`config.mk`:
```
export PLATFORM = sky130hd
export DESIGN_NAME = stall_flush_ctrl
export DESIGN_NICKNAME = d
export VERILOG_FILES = /design/src/rtl/stall_flush_ctrl.sv
export SDC_FILE = /design/constraint.sdc
export NUM_CORES = 1
export LEC_CHECK = 0
export ABC_CLOCK_PERIOD_IN_PS = 7600
export CAP_MARGIN = 5
export CORE_ASPECT_RATIO = 0.7
export CORE_MARGIN = 4
export CORE_UTILIZATION = 40
export CTS_BUF_LIST = sky130_fd_sc_hd__clkbuf_8
export CTS_CLUSTER_DIAMETER = 200
export CTS_CLUSTER_SIZE = 16
export DETAILED_ROUTE_END_ITERATION = 16
export PLACE_DENSITY = 0.7
export SKIP_LAST_GASP = 1
export SYNTH_ARGS = -nofsm -noshare
export SYNTH_HDL_FRONTEND = slang
export SYNTH_SLANG_ARGS = --single-unit
```
`constraint.sdc`:
```
create_clock -name clk -period 7.6 [get_ports clk]
set_input_delay 1.9 -clock clk [delete_from_list [all_inputs] [get_ports clk]]
set_output_delay 1.9 -clock clk [all_outputs]
set_load 0.05 [all_outputs]
```
`src/rtl/stall_flush_ctrl.sv`:
```
`default_nettype none
// +--------------------------------------------------------------------------+
// | Module      : stall_flush_ctrl                                            |
// | Description : Pipeline hazard controller. Merges per-stage stall requests |
// |               and a multi-cycle-op counter into a prefix stall mask and   |
// |               issues prefix flush masks, deferring a flush while the      |
// |               requesting stage is itself held.                            |
// | Option      : PERF_CNT_EN adds a saturating stall-cycle counter with      |
// |               perf_clr / perf_stall_cnt ports.                            |
// | Revision    : 1.0 - initial release                                       |
// +--------------------------------------------------------------------------+
module stall_flush_ctrl #(
    parameter int NSTAGE   = 6,
    parameter int SIDX_W   = 3,
    parameter int MC_STAGE = 3,
    parameter int CNT_W    = 6
`ifdef PERF_CNT_EN
    ,
    parameter int PERF_W   = 32
`endif
) (
    input  logic              clk,
    input  logic              rst,
    input  logic [NSTAGE-1:0] stall_req,
    input  logic              stall_release,
    input  logic              mc_start,
    input  logic [CNT_W-1:0]  mc_cycles,
    input  logic              mc_abort,
    input  logic              flush_req,
    input  logic [SIDX_W-1:0] flush_stage,
    output logic [NSTAGE-1:0] stall,
    output logic [NSTAGE-1:0] flush,
    output logic              mc_busy,
    output logic              mc_done
`ifdef PERF_CNT_EN
    ,
    input  logic              perf_clr,
    output logic [PERF_W-1:0] perf_stall_cnt
`endif
);

    localparam logic [0:0]        c_S_IDLE = 1'b0;
    localparam logic [0:0]        c_S_BUSY = 1'b1;
    localparam logic [SIDX_W-1:0] c_TOP    = SIDX_W'(NSTAGE - 1);
    localparam logic [SIDX_W-1:0] c_MC_IDX = SIDX_W'(MC_STAGE);

    logic [0:0]        r_state;
    logic [CNT_W-1:0]  r_cnt;
    logic              r_flush_pend;
    logic [SIDX_W-1:0] r_pend_stage;

    logic              w_busy;
    logic              w_start_long;
    logic              w_mc_stall;
    logic              w_mc_kill;
    logic [NSTAGE-1:0] w_eff;
    logic [NSTAGE-1:0] w_stall_pre;
    logic [SIDX_W-1:0] w_req_stage;
    logic [SIDX_W-1:0] w_cand;
    logic              w_cand_valid;
    logic              w_honour;
    logic [NSTAGE-1:0] w_flush_mask;

    assign w_busy       = (r_state == c_S_BUSY);
    assign w_start_long = mc_start && (mc_cycles >= CNT_W'(2));

    // Multi-cycle unit holds its stage on the start cycle and every BUSY
    // cycle except the final one; an abort releases the hold immediately.
    assign w_mc_stall = (!w_busy && w_start_long) ||
                        (w_busy && (r_cnt != '0) && !mc_abort);

    assign w_eff = stall_req | (NSTAGE'(w_mc_stall) << MC_STAGE);

    // Prefix hold: every stage at or below the oldest requester is held.
    always_comb begin
        logic w_acc;
        w_acc       = 1'b0;
        w_stall_pre = '0;
        for (int i = NSTAGE - 1; i >= 0; i--) begin
            w_acc          = w_acc | w_eff[i];
            w_stall_pre[i] = w_acc & ~stall_release;
        end
    end

    assign w_req_stage  = (flush_stage > c_TOP) ? c_TOP : flush_stage;
    assign w_cand_valid = flush_req | r_flush_pend;

    // Merge a new flush with a pending one: the older stage squashes more.
    always_comb begin
        w_cand = r_pend_stage;
        if (flush_req) begin
            if (r_flush_pend && (r_pend_stage > w_req_stage))
                w_cand = r_pend_stage;
            else
                w_cand = w_req_stage;
        end
    end

    // The MC hold bit sits below any stage whose flush would cover MC_STAGE,
    // so using the pre-kill hold here does not change the honour decision.
    assign w_honour = w_cand_valid && ((w_cand == c_TOP) || !w_stall_pre[w_cand]);

    // Squash mask covers all stages younger than the flushing stage.
    always_comb begin
        w_flush_mask = '0;
        for (int i = 0; i < NSTAGE; i++)
            w_flush_mask[i] = (SIDX_W'(i) < w_cand);
    end

    assign w_mc_kill = w_busy && (mc_abort || (w_honour && (w_cand > c_MC_IDX)));

    // Flushed stages take a bubble, so their hold is dropped; this also
    // removes the MC hold when a flush kills the running op.
    assign flush   = (rst || !w_honour) ? '0 : w_flush_mask;
    assign stall   = rst ? '0 : (w_stall_pre & ~flush);
    assign mc_busy = w_busy;
    assign mc_done = !rst && ((!w_busy && mc_start && !w_start_long) ||
                              (w_busy && (r_cnt == '0) && !w_mc_kill));

    // Multi-cycle FSM: load N-2 on entry, count down, leave on zero or kill.
    always_ff @(posedge clk) begin
        if (rst) begin
            r_state <= c_S_IDLE;
            r_cnt   <= '0;
        end else if (!w_busy) begin
            if (w_start_long) begin
                r_state <= c_S_BUSY;
                r_cnt   <= mc_cycles - CNT_W'(2);
            end
        end else if (w_mc_kill || (r_cnt == '0)) begin
            r_state <= c_S_IDLE;
            r_cnt   <= '0;
        end else begin
            r_cnt <= r_cnt - CNT_W'(1);
        end
    end

    // Remember a blocked flush until its stage is able to advance.
    always_ff @(posedge clk) begin
        if (rst) begin
            r_flush_pend <= 1'b0;
            r_pend_stage <= '0;
        end else if (w_cand_valid) begin
            if (w_honour) begin
                r_flush_pend <= 1'b0;
            end else begin
                r_flush_pend <= 1'b1;
                r_pend_stage <= w_cand;
            end
        end
    end

`ifdef PERF_CNT_EN
    logic [PERF_W-1:0] r_perf;

    // Saturating count of cycles with any stage held; clear wins.
    always_ff @(posedge clk) begin
        if (rst || perf_clr)
            r_perf <= '0;
        else if ((stall != '0) && (r_perf != '1))
            r_perf <= r_perf + PERF_W'(1);
    end

    assign perf_stall_cnt = r_perf;
`endif

endmodule
`default_nettype wire

```
# Word-level counts from Yosys, hierarchy flattened
# Cells that the tools add are included.
# totals
register_bits	11
output_inout_bits	14
elab_cells	79
# op_classes
n_eq_ne	1
n_bitwise	17
muxes	14
magnitude_cmp	11
n_reduce_logical	30
addsub	2
# op_table
cell	count
two-way mux 6 bit	5
logical AND 1 bit	13
two-way mux 3 bit	3
logical NOT 1 bit	7
AND 1 bit	6
AND 6 bit	1
>= comparator 6 x 2 -> 1 bit (second input constant)	1
logical NOT 6 bit	1
logical OR 1 bit	6
< comparator 1 x 3 -> 1 bit (first input constant)	2
< comparator 2 x 3 -> 1 bit (first input constant)	2
< comparator 3 bit (first input constant)	2
NOT 6 bit	1
bitwise OR 1 bit	6
bitwise OR 6 x 4 -> 6 bit	1
nonzero test 6 bit	1
subtractor 6 x 1 -> 6 bit (second input constant)	1
subtractor 6 x 2 -> 6 bit (second input constant)	1
two-way mux 1 bit	5
< comparator 3 x 4 -> 1 bit (second input constant)	1
binary-select mux 1 bit (select 3 bit)	1
equality test 3 bit (second input constant)	1
> comparator 3 x 2 -> 1 bit (second input constant)	1
> comparator 3 bit	1
4 further kinds	5

# Depth between registers and ports, before layout
# Gate-level depths: netlist of the first run.
# logic_depth
ltp_word	23
depth_mapped	10

# Worst setup path after synthesis of the first run
# OpenSTA, ideal clock, no wires.
# synth_path
path_type	in2out
startpoint	in flush_stage[2]
endpoint	out stall[1]
required_ns	5.700
t_arrival_ns	5.623
path_stages	10
path_slack_ns	0.077
path_cell_list	inv_1 -> nand2_1 -> ha_1 -> and3b_1 -> o21a_1 -> a21boi_2 -> mux2_2 -> o311a_2 -> and3_1 -> nor4_1
# synth_between
elab_chain_cells	17
word_cells_on_any_way	19
cone_classes	order compare: 3; eq/ne: 1; mux: 7; bitwise: 2; reduce/logical: 6
# synth_rtl
element	line	source
start: declaration	30	input logic [SIDX_W-1:0] flush_stage,
> comparator 3 bit	85	assign w_req_stage = (flush_stage > c_TOP) ? c_TOP : flush_stage;
two-way mux 3 bit (*)	85	
> comparator 3 bit	92	if (r_flush_pend && (r_pend_stage > w_req_stage))
logical AND 1 bit	92	
two-way mux 3 bit (*)	92	
two-way mux 3 bit (*)	91	if (flush_req) begin
binary-select mux 1 bit (select 3 bit)	101	assign w_honour = w_cand_valid && ((w_cand == c_TOP) || !w_stall_pre[w_cand]);
two-way mux 1 bit (not written as such)	101	
[2 not listed]	n/a	
logical AND 1 bit	101	
logical NOT 1 bit	114	assign flush = (rst || !w_honour) ? '0 : w_flush_mask;
logical OR 1 bit	114	
two-way mux 6 bit (*)	114	
via flush[1]	32	output logic [NSTAGE-1:0] flush,
NOT 6 bit (*)	115	assign stall = rst ? '0 : (w_stall_pre & ~flush);
AND 6 bit (*)	115	
two-way mux 6 bit (*)	115	
end: declaration	31	output logic [NSTAGE-1:0] stall,
# Mark *: on every way through the listed nets, which the timed path passes. The rest lies on a longest branch. The select of a mux whose other input is x is not followed.

# Worst setup path after layout of the first run
# layout_path
startpoint	in flush_stage[2]
endpoint	out flush[2]
# layout_between
elab_chain_cells	14
word_cells_on_any_way	16
cone_classes	order compare: 3; eq/ne: 1; mux: 6; reduce/logical: 6
# layout_rtl
element	line
> comparator 3 bit	85
two-way mux 3 bit (*)	85
> comparator 3 bit	92
logical AND 1 bit	92
two-way mux 3 bit (*)	92
two-way mux 3 bit (*)	91
binary-select mux 1 bit (select 3 bit)	101
two-way mux 1 bit (not written as such)	101
logical NOT 1 bit	101
logical OR 1 bit	101
logical AND 1 bit	101
logical NOT 1 bit	114
logical OR 1 bit	114
two-way mux 6 bit (*)	114
end: declaration	32
# Every way passes the cells marked *; elsewhere a longest branch is shown, timed or not. The select of a mux whose other input is x is not followed.

==> results of run 1 <==
timing repair:
| action | CTS | global route |
|---|---|---|
| hold buffers | 0 | 0 |
| endpoints found under the setup margin | 0 | 2 |
| gates resized for setup | 0 | 2 |
cell type report:
cell class	instances	area (um^2)	area share, %
Clock buffer	3	41.3	2.59
Clock inverter	1	5.00	0.314
Inverter	11	41.3	2.59
Multi-Input combinational cell	123	853	53.5
Sequential cell	11	220	13.8
Tap cell	34	42.5	2.67
Timing Repair Buffer	40	390	24.5
routing by layer:
| layer | global-route usage, % | routed length [um] | up-vias |
|---|---|---|---|
| met2 | 27.1 | 1450 | 84 |
| met5 | 0 | 0 | - |
| li1 | - | - | 643 |
| met1 | 28.1 | 1670 | 628 |
| met3 | 6.51 | 415 | 7 |
| met4 | 5.63 | 31 | 0 |
through the flow:
step                total power, W  cell area, um^2
floorplan                 0.000157             1120
global placement          0.000199             1540
detailed placement        0.000201             1540
CTS                       0.000260             1580
global route              0.000280             1590
finish                    0.000264             1590
synth_stat cells, types with 2 or more instances:
library cell   n
and3_1         7
nor3_1         4
o21ai_0        4
o21a_1         2
dfxtp_1       11
xnor2_1        2
ha_1           6
a211oi_1       4
nor2_1        21
nand2b_1       2
mux2i_1        5
a21oi_1        9
nand2_1        9
o221a_2        2
a311oi_1       2
or2_2          2
o211ai_1       2
a31oi_1        8
a2bb2oi_1      2
nor4_1         5
inv_1         11
a21o_1         2
critical path, cell delays in order:
cell and delay, ns:
clkdlybuf4s50_1 0.57, inv_1 0.11, ha_1 0.32, and3b_1 0.18, o21ai_0 0.13, o21ai_0 0.48
mux2i_2 0.45, o311ai_2 0.24, nand2_2 0.15, and3_1 0.17, clkdlybuf4s50_1 0.80
worst max-delay path by stage:
stage	depth (start not counted)	slack [ns]	to	startpoint
6_report	11	0.19	flush[2]	flush_stage[2]
5_1_grt	11	0.005	flush[0]	flush_stage[2]
4_1_cts	11	0.12	flush[2]	flush_stage[2]
3_5_place_dp	12	0.14	flush[2]	flush_stage[2]
3_3_place_gp	12	0.29	flush[2]	flush_stage[2]
2_1_floorplan	10	0.08	stall[1]	flush_stage[2]
power by group through the flow:
| stage | clock [W] | sequential, W | combinational (W) |
|---|---|---|---|
| global route | 0.0000622 | 0.0000744 | 0.000143 |
| detailed placement | 0 | 0.0000741 | 0.000127 |
| global placement | 0 | 0.0000742 | 0.000125 |
| CTS | 0.0000589 | 0.0000729 | 0.000128 |
| floorplan | 0 | 0.0000729 | 0.0000841 |
| finish | 0.0000578 | 0.0000734 | 0.000132 |
cell usage in the layout (no fill, tap or decap), types with 2 or more instances in the layout:
cell | synthesis | final
ha_1 | 6 | 6
nor3_1 | 4 | 4
nand2_1 | 9 | 9
a31oi_1 | 8 | 8
clkdlybuf4s50_1 | 0 | 31
a21oi_1 | 9 | 9
nor2_1 | 21 | 21
or2_2 | 2 | 2
clkbuf_8 | 0 | 3
a21o_1 | 2 | 2
a211oi_1 | 4 | 4
nand2b_1 | 2 | 2
a2bb2oi_1 | 2 | 2
buf_4 | 0 | 8
xnor2_1 | 2 | 2
mux2i_1 | 5 | 4
o211ai_1 | 2 | 2
nor4_1 | 5 | 5
dfxtp_1 | 11 | 11
o21ai_0 | 4 | 4
and3_1 | 7 | 7
o21a_1 | 2 | 2
inv_1 | 11 | 11
a311oi_1 | 2 | 2
o221a_2 | 2 | 2
sequential cells by signal, indices dropped and copies added (netlist names):
register and cells:
r_flush_pend 1, r_pend_stage 3, r_cnt 6, mc_busy 1
cells by family after synthesis:
kind of cell / Yosys count
multiplexers: 6
flip-flops: 11
AO/OA/AOI/OAI: 49
XOR/XNOR: 3
AND/OR/NAND/NOR: 59
adder cells (fa/ha/maj): 6
buffers and inverters: 14
==> results.md, run 1 <==
- VDD IR max: around 0.10 mV
- Syn nets: 175
- Async SR Flop Fraction: 0%
- Final min period: 7.41 ns
- Clock buffer depth: 2
- Sw power: 0.000107 W
- Overall global routing resource usage: 19.5%
- Port bufs: 34
- Post-Place Cells: 219
- # setup viols final: 0
- Synth top area share: 19.6%
- Ranking of synthesized cells by area: dfxtp_1 20%, nor2_1 7.0%, ha_1 6.7%
- P&R area growth vs syn: 41.9%
- Die Wd: 71.3 um
- Antenna cells: 0
- CTS tree: built
- Pwr Density: roughly 170 mW/mm^2
- Layout Utilization: 62.0%
- Via count: between 1000 and 1500
- Clock transition at path regs: 0.05 ns
- Setup slack at placement: 0.135 ns
- Core area: 0.00257 mm^2
- H-tree depth: 1
- Initial DRC Count: 107
- Number of nets in the finished design: 217
- Critical path capture point type: output port
- Post-synthesis average cell area: 7.59 um^2
- Post-DRT Antenna Nets: 0
- Fin worst setup slack: about 0.19 ns
- Largest net degree at the start of global routing: 15
- HP Start: r_cnt[1]
- Critical R2R Capture: r_pend_stage[2]
- IO Count: 35
- Gpl congestion: 0.942
- Period utilisation layout: just under 100%
- Remaining Overflow, GRT: 0
- Cells after Synth: 148
- Max_slew headroom: 62.7%
- Fin Setup TNS: 0 ns
- DRC viols: 0
- Vias/cell: 6.11
- Postcts setup bufs: 0
- Post-DP HPWL: 2910 um
- Non-filler cells, final: 223
- Most used DFF post-synth: dfxtp_1
- Initial Util: 43.7%
- Hold path depth: 2
- Post-synth EDFFs: 0
- Worst Path Required: 5.70 ns
- Worst Hold Class: reg2reg
- Post-DR wirelength/cell: 16.0 um
- Final Hold Vio Count: 0
- Combinational family with the most area after synthesis: compound AO/OA/AOI/OAI gates
- DR pass1 iterations: 5
- Final wirelength: 3580 um
- Layout cells sized above 1: 14.3%
- Vias in the first global route: 1209
- Slew @ Worst Pin: 0.554 ns
- Crit path launch type: input port
- Compound-gate portion of the synthesized area: 33.9%
- Switching part of the total power: 40.5%
- Max Freq: 0.135 GHz
- CTS Buf Count: 3
- Mux share of post-synthesis cell area: 5.46%
- FF+latch count, synth: 11
- R2R Path Start: r_pend_stage[2]
- Internal power: 0.000157 W
- Clock power frac: 21.9%
- Worst clock skew: 0.0101 ns
- Initial antenna violation count: 0
- Worst Hold End: r_cnt[1]
- Slew Viols, Final: 0
- Sequential area share after synthesis: approximately 20%
- Yosys warnings: 0
- Synth Area in Simple Gates: 26.6%
- Distinct cells, synth: 48
- Largest area contributor in the netlist: dfxtp_1
- Crit path kind: in2out
- First-pass GRT wire length: 5750 um
- Clock Tree Root: clkbuf_8
- Clock Latency Late Sink: 0.24 ns
- Outcome: complete, no violations
- Hold slack: 0.565 ns
- R2r worst-path depth: 8
- Crit-path max FO: 6
- Seq pwr share: 27.8%
- RSZ-0062 raised after global routing: no
- Filler cell count: 221
- Synth Area in Adders: 6.68%
- Max-Cap Viols: 0
- CTS sink cnt: 11
- Critical Path AT: between 5 and 6 ns
- Chip height: 52.3 um
- LEAKAGE: 0.640 nW
- Post-Synth XOR/XNOR Area: 2.34%
- Rows: 15
- Die area: 0.00373 mm^2
- Reg2reg setup slack: 4.92 ns
- Combinational power share: 50.2%
- Post-Syn Area: 0.00112 mm^2
Power figures use the tool's default switching activity.
==> run 2, diff against run 1 <==
Settings changed: CAP_MARGIN 5 to 15.
==> results of run 2 <==
The final DEF is identical to that of run 1; final timing and power are the same.
==> run 3, diff against run 2 <==
Settings changed: CORE_UTILIZATION 40 to 52, PLACE_DENSITY 0.7 to 0.88.
==> run 3 against run 2 <==
Against the previous run:
- sequential cell count stayed put
- combinational power hardly changed
- setup slack worse by 0.022 ns
- cell count is 7.2% lower
- sequential share of layout area is 0.58 points higher
- critical path type unchanged
- largest power group unchanged
- highest routed layer unchanged
==> results.md, run 3 (synthesis results as in run 1) <==
- Clock transition at path regs: 0.05 ns (about the same)
- Overall global routing resource usage: 24.8% (was 19.5%)
- First-pass GRT wire length: 5720 um (was 5750 um)
- Vias/cell: 6.45 (was 6.11)
- # setup viols final: 0 (unchanged)
- Clock Latency Late Sink: 0.25 ns (was 0.24 ns)
- Largest net degree at the start of global routing: 15 (unchanged)
- Final Hold Vio Count: 0 (unchanged)
- RSZ-0062 raised after global routing: no (unchanged)
- Post-DP HPWL: 2810 um (was 2910 um)
- Slowest cell on crit path: clkdlybuf4s50_1 (unchanged)
- Slew @ Worst Pin: 0.556 ns (was 0.554 ns)
- Number of nets in the finished design: 213 (was 217)
- Largest stage delay on the critical path: 0.86 ns (was 0.80 ns)
- Clock buffer depth: 2 (unchanged)
- Remaining Overflow, GRT: 0 (unchanged)
- Layout cells sized above 1: 11.4% (was 14.3%)
- Critical Path AT: 5.53 ns (was 5.51 ns)
- Initial antenna violation count: 0 (unchanged)
- Core area: 0.00195 mm^2 (was 0.00257 mm^2)
- Met2 GRT Util: 38.0% (was 27.1%)
- Critical path capture point type: output port (unchanged)
- Global-route met1 utilization: 33.3% (was 28.1%)
- Final wirelength: 3590 um (was 3580 um)
- R2R Path Start: r_pend_stage[2] (unchanged)
- Chip height: 46.9 um (was 52.3 um)
- Post-DRT Antenna Nets: 0 (unchanged)
- Max-Cap Viols: 0 (unchanged)
- Filler cell count: 148 (was 221)
- Die Wd: 63.6 um (was 71.3 um)
- Fin worst setup slack: 0.170 ns (was 0.192 ns)
- CTS Buf Count: 3 (unchanged)
- Final min period: 7.43 ns (was 7.41 ns)
- Crit path max-delay family: buffers and inverters (unchanged)
- Most used routing layer: met2 (was met1)
- HP Start: r_cnt[5] (was r_cnt[1])
- P&R area growth vs syn: 36.2% (was 41.9%)
- Max Freq: 0.135 GHz (about the same)
- Crit-path max FO: 6 (unchanged)
- Initial Util: 57.6% (was 43.7%)
- Most frequent cells in the layout: 29 x clkdlybuf4s50_1, 21 x nor2_1, 11 x inv_1, 11 x dfxtp_1 (was 31 x clkdlybuf4s50_1, 21 x nor2_1, 11 x inv_1, 11 x dfxtp_1)
- Worst Path Buf+Inv: 3 (unchanged)
- Die area: 0.00298 mm^2 (was 0.00373 mm^2)
- Initial DRC Count: 108 (was 107)
- Biggest register: r_cnt (unchanged)
- Clock Tree Root: clkbuf_8 (unchanged)
- Port bufs: 34 (unchanged)
- Slew Viols, Final: 0 (unchanged)
- DRC viols: 0 (unchanged)
- Hold slack: 0.569 ns (was 0.565 ns)
- Most common cell after layout, fill and taps aside: clkdlybuf4s50_1 (unchanged)
- Post-DR wirelength/cell: 17.3 um (was 16.0 um)
- DR pass1 iterations: 4 (was 5)
- CP startpoint: flush_stage[2] (unchanged)
- Worst path most repeated cell: clkdlybuf4s50_1
- Vias in the first global route: 1207 (was 1209)
- Largest registers: r_cnt (6), r_pend_stage (3) (unchanged)
- Pwr Density: 172 mW/mm^2 (was 165 mW/mm^2)
- VDD IR max: 0.126 mV (was 0.105 mV)
- Gpl congestion: 0.926 (was 0.942)
- Post-CTS Hold Fix Bufs: 0 (unchanged)
- Max_slew headroom: 62.8% (was 62.7%)
- H-tree depth: 1 (unchanged)
- Outcome: complete, no violations (unchanged)
- Register area: 220 um^2 (unchanged)
- Worst clock skew: 0.000689 ns (was 0.0101 ns)
- CTS tree: built (unchanged)
- Worst Hold Class: reg2reg (unchanged)
- Area occupied by multi-input gates: 842 um^2 (was 853 um^2)
- Cells along the critical path: clkdlybuf4s50_1 -> inv_1 -> nand2_1 -> ha_1 -> and3b_1 -> o21a_1 -> a21boi_2 -> mux2i_1 -> a21oi_1 -> nor4_1 -> clkdlybuf4s50_1 (was clkdlybuf4s50_1 -> inv_1 -> ha_1 -> and3b_1 -> o21ai_0 -> o21ai_0 -> mux2i_2 -> o311ai_2 -> nand2_2 -> and3_1 -> clkdlybuf4s50_1)
- CTS sink cnt: 11 (unchanged)
- Period utilisation layout: 97.8% (was 97.5%)
- LEAKAGE: 0.654 nW (was 0.640 nW)
- Crit path kind: in2out (unchanged)
- IO Count: 35 (unchanged)
- Via count: 1336 (was 1362)
- Fin Setup TNS: 0 ns (unchanged)
- Worst Path Required: 5.70 ns (about the same)
- Rows: 13 (was 15)
- Met3 Use GR: 10.0% (was 6.51%)
- Setup slack at placement: 0.151 ns (was 0.135 ns)
- Crit path launch type: input port (unchanged)
- Antenna cells: 0 (unchanged)
- Max FFs per register: 6 (unchanged)
[run 3: cell type report]
class                   instances  share of cell area (%)
clock buffers                   3                    2.70
repair buffers                 36                    23.1
flip-flops and latches         11                    14.4
well taps                      22                    1.80
inverters                      11                    2.70
multi-input cells             123                    55.0
clock inverters                 1                   0.327
[run 3: power by group]
| group | switching [W] | internal (W) | leakage (nW) |
|---|---|---|---|
| sequential | 0.00000837 | 0.0000646 | 0.0908 |
| clock | 0.0000258 | 0.0000363 | 0.0255 |
| combinational | 0.0000758 | 0.0000529 | 0.538 |
| total | 0.000110 | 0.000154 | 0.654 |
[run 3: timing repair]
item,4_1_cts,5_1_grt
gates resized for setup,0,2
endpoints found under the hold margin,0,0
buffers inserted,0,0
setup endpoints to repair,0,2
[run 3: worst paths after layout]
kind                                        end  slack (ns)  cells past startpoint
worst min register to register         r_cnt[5]        0.57                      1
worst max-delay path                   stall[4]        0.17                     11
worst min-delay path                   r_cnt[5]        0.57                      1
worst max register to register  r_pend_stage[2]        4.65                      9
[run 3: worst register-to-register path, delay by kind of cell (launching register included)]
family,cells,cell delay [ns]
AO/OA/AOI/OAI,5,1.29
adder cells (fa/ha/maj),1,0.30
multiplexers,1,0.42
flip-flops,1,0.43
buffers and inverters,1,0.20
AND/OR/NAND/NOR,1,0.20
[run 3: per-stage QoR]
step	total power [W]	area (um^2)	utilization [%]	std cells
finish	0.000264	1530	78.4	207
global route	0.000279	1530	78.4	207
CTS	0.000261	1530	78.1	207
detailed placement	0.000199	1480	75.8	203
global placement	0.000194	1480	75.8	203
floorplan	0.000157	1120	-	148
[run 3: layer usage]
metal | part of all wire, % | up-vias
met4 | 0.86 | 0
met3 | 12 | 5
met5 | 0 | -
met2 | 41 | 76
met1 | 46 | 616
li1 | - | 639
==> RTL edit (config.mk and constraints of run 1) <==
The parameter `CNT_W` goes from 6 to 7.
--- a/src/rtl/stall_flush_ctrl.sv
+++ b/src/rtl/stall_flush_ctrl.sv
@@ -13,7 +13,7 @@
     parameter int NSTAGE   = 6,
     parameter int SIDX_W   = 3,
     parameter int MC_STAGE = 3,
-    parameter int CNT_W    = 6
+    parameter int CNT_W    = 7
 `ifdef PERF_CNT_EN
     ,
     parameter int PERF_W   = 32
Interface: changed (resized mc_cycles); port bits go from 35 to 36. No check against the original RTL was run, so the function may have changed too.
==> RTL edit against run 1 <==
Critical path type unchanged. Die area is 8.0% higher. Cell count is 7.6% higher. Final area is 4.9% higher. Sequential power is 1% lower. Sequential cell count is 1 higher. Largest power group unchanged. Count of clock-buffer cells in the layout is 1 higher. Routed wire length is 0.20% higher. Area after synthesis is 9.2% higher. Via count is 0.44% higher. Worst setup slack better by 0.093 ns. Total power is 7.4% lower.
==> RTL edit: results (changes against run 1) <==
- Max-slew headroom: 62.6% (was 62.7%)
- Dpl hpwl: 2900 um (was 2910 um)
- Commonest cells in the netlist: nor2_1 (23), inv_1 (19), a21oi_1 (12), dfxtp_1 (12), nand2_1 (11) (was nor2_1 (21), dfxtp_1 (11), inv_1 (11), a21oi_1 (9), nand2_1 (9))
- Biggest regs: r_cnt: 7 flops, r_pend_stage: 3 flops (was r_cnt: 6 flops, r_pend_stage: 3 flops)
- VDD IR max: 0.0667 mV (was 0.105 mV)
- Pre-CTS worst setup slack: 0.330 ns (was 0.135 ns)
- Largest net degree at the start of global routing: 19 (was 15)
- # clock sinks: 12 (was 11)
- Via density: 5.70 (was 6.11)
- Nets: 232 (was 217)
- Gr usage total: 18.6% (was 19.5%)
- Arrival time at the worst endpoint: 5.41 ns (was 5.51 ns)
- Clock buffer count: 4 (was 3)
- First drt pass iteration count: 4 (was 5)
- Status: complete, no violations (unchanged)
- Signal buffers share of area: 21.7% (was 24.5%)
- Mux cell area share after synthesis: 4.08% (was 5.46%)
- Clk tree area frac: 3.29% (was 2.90%)
- Pleak: 0.685 nW (was 0.640 nW)
- Avg WL per Cell: 14.9 um (was 16.0 um)
- Buffers on Ports: 35 (was 34)
- Inverters excl. clock: 19 (was 11)
- First-pass GRT wire length: 5730 um (was 5750 um)
- Initial DRC count: 95 (was 107)
- CP delay by family, top: compound AO/OA/AOI/OAI gates (was buffers and inverters)
- Cell variety after synth: 53 (was 48)
- Share of cells above drive strength 1: 12.3% (was 14.3%)
- Sequential area share after synthesis: 19.6% (about the same)
- Cells after DPL: 236 (was 219)
- Post-Synth Adder-Cell Area: 5.10% (was 6.68%)
[RTL edit: cell count changes after synthesis, sizes merged, moves of 3 or more]
| cell | delta |
|---|---|
| a21oi | +5 |
| and3 | -4 |
| inv | +8 |
| mux2i | -3 |
| nand3 | +5 |
| nor4 | -4 |
| o211a | +3 |
| o32ai | +4 |
[RTL edit: power by group]
group,switching (mW),internal [mW],total [mW]
clock network,0.0251,0.0459,0.0710
logic,0.0588,0.0418,0.101
registers,0.00441,0.0681,0.0725
total,0.0884,0.156,0.244
[RTL edit: worst paths after layout]
check,start,endpoint,slack (ns),cells past startpoint
hold / removal,r_cnt[5],r_cnt[5],0.49,2
setup reg to reg,r_pend_stage[0],r_pend_stage[1],4.80,9
hold reg to reg,r_cnt[5],r_cnt[5],0.49,2
setup / recovery,flush_stage[2],mc_done,0.29,11
[RTL edit: layer usage]
layer,vias to the layer above,part of all wire (%),GRT usage (%)
li1,693,-,-
met3,5,7.3,4.22
met4,0,0.81,4.73
met5,-,0,0
met1,633,52,26.6
met2,37,40,27.9
